<file path="config.mk">
export PLATFORM = sky130hd
export DESIGN_NAME = wr_dest_sel_pipe
export DESIGN_NICKNAME = d
export VERILOG_FILES = /design/src/rtl/datapath_pkg.sv /design/src/rtl/skid_buf2.sv /design/src/rtl/wr_dest_sel_pipe.sv
export SDC_FILE = /design/constraint.sdc
export NUM_CORES = 1
export LEC_CHECK = 0
export ABC_AREA = 1
export CORE_MARGIN = 5
export CORE_UTILIZATION = 40
export DETAILED_ROUTE_END_ITERATION = 8
export PLACE_DENSITY = 0.72
export SETUP_SLACK_MARGIN = 0.5
export SLEW_MARGIN = 20
export SYNTH_ARGS = -nofsm -noshare
export SYNTH_HDL_FRONTEND = slang
export SYNTH_SLANG_ARGS = --single-unit
</file>
<file path="constraint.sdc">
create_clock -name clk -period 2.2 [get_ports clk]
set_input_delay 0.44 -clock clk [delete_from_list [all_inputs] [get_ports clk]]
set_output_delay 0.44 -clock clk [all_outputs]
set_load 0.005 [all_outputs]
</file>
<file path="src/rtl/datapath_pkg.sv">
// Shared datapath constants and the 2-entry skid buffer state encoding.
package datapath_pkg;

  localparam int unsigned REG_ADDR_W = 5;
  localparam int unsigned REG_ZERO   = 0;

  typedef enum logic [1:0] {
    EMPTY = 2'd0,
    ONE   = 2'd1,
    FULL  = 2'd2
  } skid_state_e;

endpackage

</file>
<file path="src/rtl/skid_buf2.sv">
// Generic 2-entry valid/ready skid buffer with registered in_ready and output payload.
module skid_buf2
  import datapath_pkg::*;
#(
  parameter int unsigned DW = 7
) (
  input  logic          clk,
  input  logic          reset_n,
  input  logic [DW-1:0] in_data,
  input  logic          in_valid,
  output logic          in_ready,
  output logic [DW-1:0] out_data,
  output logic          out_valid,
  input  logic          out_ready
);

  skid_state_e   state_q, state_d;
  logic [DW-1:0] out_q, out_d;
  logic [DW-1:0] skid_q, skid_d;
  logic          in_ready_q, in_ready_d;
  logic          accept, xfer;

  assign in_ready  = in_ready_q;
  assign out_data  = out_q;
  // Derived from state so it drops together with the asynchronous reset.
  assign out_valid = (state_q != EMPTY);

  assign accept = in_valid && in_ready_q;
  assign xfer   = out_valid && out_ready;

  always_comb begin
    state_d = state_q;
    out_d   = out_q;
    skid_d  = skid_q;
    unique case (state_q)
      EMPTY: begin
        if (accept) begin
          out_d   = in_data;
          state_d = ONE;
        end
      end
      ONE: begin
        if (accept && xfer) begin
          out_d = in_data;
        end else if (accept) begin
          skid_d  = in_data;
          state_d = FULL;
        end else if (xfer) begin
          state_d = EMPTY;
        end
      end
      FULL: begin
        if (xfer) begin
          out_d   = skid_q;
          state_d = ONE;
        end
      end
      default: state_d = EMPTY;
    endcase
    in_ready_d = (state_d != FULL);
  end

  always_ff @(posedge clk or negedge reset_n) begin
    if (!reset_n) begin
      state_q    <= EMPTY;
      out_q      <= '0;
      skid_q     <= '0;
      in_ready_q <= 1'b1;
    end else begin
      state_q    <= state_d;
      out_q      <= out_d;
      skid_q     <= skid_d;
      in_ready_q <= in_ready_d;
    end
  end

endmodule

</file>
<file path="src/rtl/wr_dest_sel_pipe.sv">
// Registered write-destination selector: picks one of N_IN fields, flags oob/zero,
// pipelines through a 2-entry skid buffer and counts out-of-range selects.
module wr_dest_sel_pipe
  import datapath_pkg::*;
#(
  parameter int unsigned W         = REG_ADDR_W,
  parameter int unsigned N_IN      = 5,
  parameter int unsigned SEL_W     = 3,
  parameter int unsigned ZERO_FLAG = 1,
  parameter int unsigned CNT_W     = 8
) (
  input  logic              clk,
  input  logic              reset_n,
  input  logic [N_IN*W-1:0] in_data,
  input  logic [SEL_W-1:0]  in_sel,
  input  logic              in_valid,
  output logic              in_ready,
  output logic [W-1:0]      out_data,
  output logic              out_oob,
  output logic              out_zero,
  output logic              out_valid,
  input  logic              out_ready,
  output logic [CNT_W-1:0]  oob_count,
  input  logic              cnt_clr
);

  logic [W-1:0]     sel_val;
  logic             oob, zero, accept;
  logic [W+1:0]     pay_out;
  logic [CNT_W-1:0] cnt_q, cnt_d;

  // Out-of-range codes fall back to the last candidate.
  always_comb begin
    sel_val = in_data[(N_IN-1)*W +: W];
    for (int unsigned k = 0; k < N_IN; k++) begin
      if (32'(in_sel) == k) sel_val = in_data[k*W +: W];
    end
    oob  = (32'(in_sel) >= N_IN);
    zero = (ZERO_FLAG != 0) && (sel_val == W'(REG_ZERO));
  end

  skid_buf2 #(.DW(W + 2)) u_skid (
    .clk       (clk),
    .reset_n   (reset_n),
    .in_data   ({oob, zero, sel_val}),
    .in_valid  (in_valid),
    .in_ready  (in_ready),
    .out_data  (pay_out),
    .out_valid (out_valid),
    .out_ready (out_ready)
  );

  assign out_oob  = pay_out[W+1];
  assign out_zero = pay_out[W];
  assign out_data = pay_out[W-1:0];

  assign accept = in_valid && in_ready;

  always_comb begin
    cnt_d = cnt_q;
    if (cnt_clr) begin
      cnt_d = '0;
    end else if (accept && oob && (cnt_q != '1)) begin
      cnt_d = cnt_q + 1'b1;
    end
  end

  always_ff @(posedge clk or negedge reset_n) begin
    if (!reset_n) cnt_q <= '0;
    else          cnt_q <= cnt_d;
  end

  assign oob_count = cnt_q;

endmodule

</file>
---- Yosys cells after proc, flatten, opt, wreduce, memory -nomap -nowiden ----
Cells that the tools add are included.
operators by class
  add/subtract/negate cells ............... 1
  multiply operators ...................... 0
  reductions and logical operators ........ 13
  bitwise operators ....................... 1
  shift-type cells ........................ 0
  mux-type cells .......................... 17
  eq/ne operators ......................... 11
  order comparisons ....................... 1
  divide/modulo/power cells ............... 0
operators by type and width
  kind                                           count
  2-to-1 mux 5 bit                               5
  2-to-1 mux 7 bit                               3
  one-hot mux 7 bit (3 select lines)             1
  2-to-1 mux 8 bit                               2
  2-to-1 mux 2 bit                               5
  adder 8 x 1 -> 8 bit, second input constant    1
  != test 8 bit, second input constant           1
  == test 3 x 2 -> 1 bit, second input constant  2
  one-hot mux 2 bit (3 select lines)             1
  logical AND 1 bit                              5
  zero test 5 bit                                1
  != test 2 x 1 -> 1 bit, second input constant  2
  != test 2 bit, second input constant           2
  AND reduction 4 bit                            1
  nonzero test 2 bit                             2
  == test 3 x 1 -> 1 bit, second input constant  1
  == test 3 bit, second input constant           1
  >= comparator 3 bit, second input constant     1
  zero test 3 bit                                1
  AND reduction 3 bit                            1
  nonzero test 3 bit                             1
  == test 2 x 1 -> 1 bit, second input constant  1
  == test 2 bit, second input constant           1
  zero test 2 bit                                1
  inverter 1 bit                                 1
storage, ports and cells
  output and inout port bits .............. 17
  bits in writable memories ............... 0
  memories kept ........................... 0
  ROM bits ................................ 0
  flip-flop bits (word level) ............. 25
  latch bits .............................. 0
  word-level logic and storage cells ...... 49
  input bits .............................. 33

---- Depth between registers and ports, before layout ----
  word-level depth ........................ 9
  gate-level depth with buffers ........... 14
  gate-level depth less buffers ........... 13

---- Modules after synthesis ----
Synthesis repeated with hierarchy kept, for this count alone.
second synthesis, totals
  cell total of the unflattened synthesis .. 237
  area total of the unflattened synthesis .. 1699.1 um2
by module, submodules not included
  module            instances  cells an instance  sequential area each (um2)  area each (um2)
  wr_dest_sel_pipe  1          138                200.2                       857.1
  skid_buf2         1          99                 426.7                       842.1

---- Least setup slack after synthesis ----
Ideal clock, no wire load.
  path type ............................... reg2reg
  from .................................... register u_skid.in_ready_q, in the netlist u_skid.in_ready
  to ...................................... register u_skid.out_q[0], in the netlist u_skid.out_data[0]
  buffers on the path ..................... 0
  path slack .............................. 0.656 ns
  arrival time ............................ 1.426 ns
  setup time .............................. 0.119 ns
  cell stages (with the launch flop) ...... 9
  cells stage by stage .................... dfstp_2 nand2_1 nand2_1 nand2_1 nor2_1 inv_2 a21oi_1 o21ai_0 o21a_1
between the ends
  cells in the longest elaborated chain, start to end .. 4
ends and longest elaborated chain
  item                               line             RTL
  from (decl)                        skid_buf2.sv:20  logic in_ready_q, in_ready_d;
  from (signal assigned)             skid_buf2.sv:73  in_ready_q <= in_ready_d;
  logical AND 1 bit (*)              skid_buf2.sv:28  assign accept = in_valid && in_ready_q;
  logical AND 1 bit                  skid_buf2.sv:43  if (accept && xfer) begin
  != test 2 x 1 -> 1 bit (no line)   -
  AND reduction 4 bit (no line) (*)  -
  to (signal assigned)               skid_buf2.sv:71  out_q <= out_d;
  to (decl)                          skid_buf2.sv:18  logic [DW-1:0] out_q, out_d;
Mark *: on every way between the ends. The rest lies on a longest branch, timed or not.
A chain may end at the register's enable or synchronous reset.

---- Worst setup path in the final report ----
  from .................................... register u_skid.out_q[4], in the netlist u_skid.out_data[4]
  to ...................................... output out_data[4]
RTL lines
  item       line                    RTL
  to (decl)  wr_dest_sel_pipe.sv:18  output logic [W-1:0] out_data,
No word-level cell between the ends.

==> parameters.txt <==
Parameter                              Value

Timing
  Count of endpoints failing hold in the final timing report    0
  Tmin final    1.65 ns
  Final Cycle Share    0.751
  Relative slew slack    0.791
  Final Setup Violations    0
  Achievable clock frequency    605 MHz
  Slew at the pin with the worst max-slew slack    0.313 ns
  Final count of pins violating max slew    0
  Setup repair after global routing missed its margin    yes
  Largest clock skew in the final design    0.0143 ns

CTS
  Number of levels in the clock H-tree    1
  Total clock sinks    25
  Largest buffer count on any clock path    2
  Cts bufs inserted    3
  Clock slew at reported path FFs    0.14 ns
  Clock tree from TritonCTS    yes
  Hold_buf cts    0
  Insertion delay to the later sink of the worst-skew pair    0.31 ns
  Root buffer cell    sky130_fd_sc_hd__clkbuf_4

Drt
  Number of nets still failing antenna checks after routing    0
  Via density per instance    4.85
  Total vias in the final route    1,570
  Wire length on met2    1900 µm
  WL per Instance    12.0 µm
  Met3 routed WL    272 µm
  Starting DRC count in detailed routing    112
  Final WL    3890 µm
  Highest metal layer used by the detailed router    met4
  Wire length on met1    1660 µm
  Number of iterations in the first detailed-routing pass    4
  DRC viols    0

Global route
  Via count of the first global-routing pass    1,525
  Wire length of the first global-routing pass    6350 µm
  Antenna violations before repair    0
  Pin count of the biggest net entering global routing    26
  Global route total overflow    0
  Total routing usage reported by global routing    0.154

Cells and area
  Number of nets in the layout    311
  Multi-input combinational cell area    802 µm²
  Number of antenna repair diodes    0
  Proportion of layout cells with a drive suffix above 1    0.210
  Filler cell count in the final layout    317
  Total area of sequential cells    627 µm²
  Syn-to-layout area delta    56.9%
  Final Core Density    0.638

Flow run
  Max-cap check violation count    0

Synthesis
  Number of synthesized register bits    25
  Fraction of synthesis flops using an asynchronous set or reset pin    1.00
  Count of flip-flops with a built-in enable after synthesis    0
  Most common flop cell mapped by yosys    sky130_fd_sc_hd__dfrtp_1
  Part of the Yosys area used for sequential elements    0.431
  Count of distinct cell types in the synthesized netlist    26
  Number of nets in the synthesized netlist    235
  Post-synthesis share of cell area spent on and, or, nand and nor gates    0.351
  Xor/xnor cell area share of the yosys netlist    0.00602
  Synth Instances    201
  Synth Area in Adders    0.00860
  Mean area per synthesized cell    7.24 µm²
  Yosys synthesis warning count    0
  Total standard cell area after synthesis    1460 µm²
  Mux contribution to synthesized area    0
  Share of the synthesized area in compound gates (AO/OA/AOI/OAI)    0.132
  Largest family of logic cells by synthesized area    simple AND/OR/NAND/NOR gates

Floorplan
  Area of the core region    3580 µm²
  Die area    4940 µm²
  Floorplan die width    70.3 µm
  Starting utilization of the core area    0.407
  Row cnt    22
  Die span in y    70.3 µm
  I/O pin count    50

Critical path
  Top cell family by delay on the critical path    buffers and inverters
  Crit path buffers/inverters    1
  CP max stage delay    0.50 ns
  Worst-path cell chain    clkdlybuf4s50_1
  Startpoint kind of the worst setup timing path    register
  Worst-path maximum fanout    2
  Critical Setup Path Class    register to output pin
  Arrival time reported for the critical path endpoint    1.21 ns
  Worst path required time    1.76 ns
  Critical Path Slowest Stage Cell    sky130_fd_sc_hd__clkdlybuf4s50_1
  Worst Setup End Kind    output pin

Placed design
  Detailed Place HPWL    2850 µm
  Gpl congestion    0.831
  Count of buffers inserted at the top-level ports    49

Min path
  Class of the worst hold path    input port to asynchronous set/reset pin

Pwr
  Total power after layout    1.48 mW
  Power density of the placed cells    649 nW/µm²
  Clock Power Share    0.134
  Switching power summed over all nets    0.488 mW
  Switching portion of total power    0.329
  Combinational group share of total power    0.417
  Static leakage    1.12 nW
  Int Power    0.995 mW
  Register share of total power    0.448
  Maximum vdd drop    0.000245 V

Status
  Run status    completed
Yosys cell counts, types with 2 or more instances:
master / n / area [µm²]
sky130_fd_sc_hd__or2_2: 2 / 12.5
sky130_fd_sc_hd__nor2_4: 2 / 22.5
sky130_fd_sc_hd__o21ai_0: 24 / 120
sky130_fd_sc_hd__dfrtp_1: 24 / 601
sky130_fd_sc_hd__or2_1: 3 / 18.8
sky130_fd_sc_hd__nor2_2: 2 / 12.5
sky130_fd_sc_hd__or2_0: 2 / 12.5
sky130_fd_sc_hd__o21a_1: 2 / 15.0
sky130_fd_sc_hd__inv_1: 20 / 75.1
sky130_fd_sc_hd__nor2_1: 20 / 75.1
sky130_fd_sc_hd__nor3_1: 5 / 25.0
sky130_fd_sc_hd__nand2_1: 55 / 206
sky130_fd_sc_hd__nand3_1: 16 / 80.1
sky130_fd_sc_hd__inv_2: 4 / 15.0
sky130_fd_sc_hd__a21oi_1: 9 / 45.0
layout by cell type, fill, tap and decap left out, types with 2 or more instances in the layout:
master / instances
sky130_fd_sc_hd__dlygate4sd2_1: 2
sky130_fd_sc_hd__or2_1: 3
sky130_fd_sc_hd__a21oi_1: 9
sky130_fd_sc_hd__nor2_1: 14
sky130_fd_sc_hd__dfrtp_1: 24
sky130_fd_sc_hd__inv_1: 20
sky130_fd_sc_hd__inv_2: 3
sky130_fd_sc_hd__clkdlybuf4s50_1: 40
sky130_fd_sc_hd__or2_2: 2
sky130_fd_sc_hd__o21ai_0: 19
sky130_fd_sc_hd__or2_0: 2
sky130_fd_sc_hd__clkbuf_4: 3
sky130_fd_sc_hd__nand2_2: 6
sky130_fd_sc_hd__buf_4: 22
sky130_fd_sc_hd__nor2_4: 5
sky130_fd_sc_hd__nand2_1: 49
sky130_fd_sc_hd__o21a_1: 2
sky130_fd_sc_hd__o21ai_1: 5
sky130_fd_sc_hd__dlymetal6s2s_1: 6
sky130_fd_sc_hd__nor3_1: 4
sky130_fd_sc_hd__nor2_2: 5
sky130_fd_sc_hd__nand3_1: 16
metal layers:
layer / vias up / global-route usage
li1: 800 / -
met2: 54 / 0.271
met5: - / 0
met3: 8 / 0.0288
met4: 0 / 0.0447
met1: 708 / 0.189
power by group through the flow:
stage	Clock (mW)	Combinational, mW	Sequential, mW
detailed placement	0	0.556	0.681
finish	0.199	0.618	0.665
global route	0.227	0.692	0.684
CTS	0.210	0.601	0.664
floorplan	0	0.249	0.673
global placement	0	0.548	0.678
timing repair:
item,4_1_cts,5_1_grt
setup endpoints to repair,19,17
gates resized for setup,9,29
gates cloned,0,1
setup buffers,8,7
pin swaps,2,9
worst register-to-register path, delay by kind of cell, from the launching register on:
| family | cells | cell delay [ns] |
|---|---|---|
| and+or+nand+nor | 6 | 0.57 |
| DFF | 1 | 0.40 |
| buffers and inverters | 2 | 0.31 |
| adders and majority gates | 1 | 0.18 |
| AOI/OAI and AO/OA | 1 | 0.10 |
state kept, by name, indices dropped and copies added (netlist names):
| signal | count |
|---|---|
| oob_count | 8 |
| u_skid.out_data | 7 |
| u_skid.skid_q | 7 |
| u_skid.state_q | 2 |
| u_skid.in_ready | 1 |
worst paths after layout:
check / from / endpoint / slack, ns / cells after the start
worst max-delay path: u_skid.out_data[4] / out_data[4] / 0.55 / 1
worst max register to register: oob_count[0] / oob_count[2] / 0.61 / 10
worst min-delay path: reset_n / u_skid.skid_q[0] / 0.47 / 2
min in group clk: u_skid.skid_q[3] / u_skid.skid_q[3] / 0.50 / 2
worst min register to register: u_skid.skid_q[3] / u_skid.skid_q[3] / 0.50 / 2
max in group asynchronous: reset_n / u_skid.in_ready / 1.43 / 2
through the flow:
step	cells	hold WS [ns]	setup TNS, ns	area [µm²]	setup slack (ns)
finish	324	0.472	0	2280	0.547
CTS	316	0.480	0	2150	0.476
global route	324	0.494	0	2280	0.488
global placement	304	0.456	0	2050	0.0376
floorplan	201	0.144	0	1460	0.656
detailed placement	304	0.470	-0.0142	2050	-0.00789
final cells by class:
cell class / instances / area share
clock buffers: 3 / 0.00986
clock inverters: 1 / 0.00219
inverters: 24 / 0.0405
multi-input cells: 151 / 0.351
flip-flops and latches: 25 / 0.275
well taps: 48 / 0.0263
repair buffers: 72 / 0.295
logic make-up after synthesis:
group | after synthesis
buf+inv | 26
flops | 25
simple gates | 111
compound gates | 37
fa+ha+maj | 1
xor+xnor | 1
No activity file was read; power rests on OpenSTA's default activity.
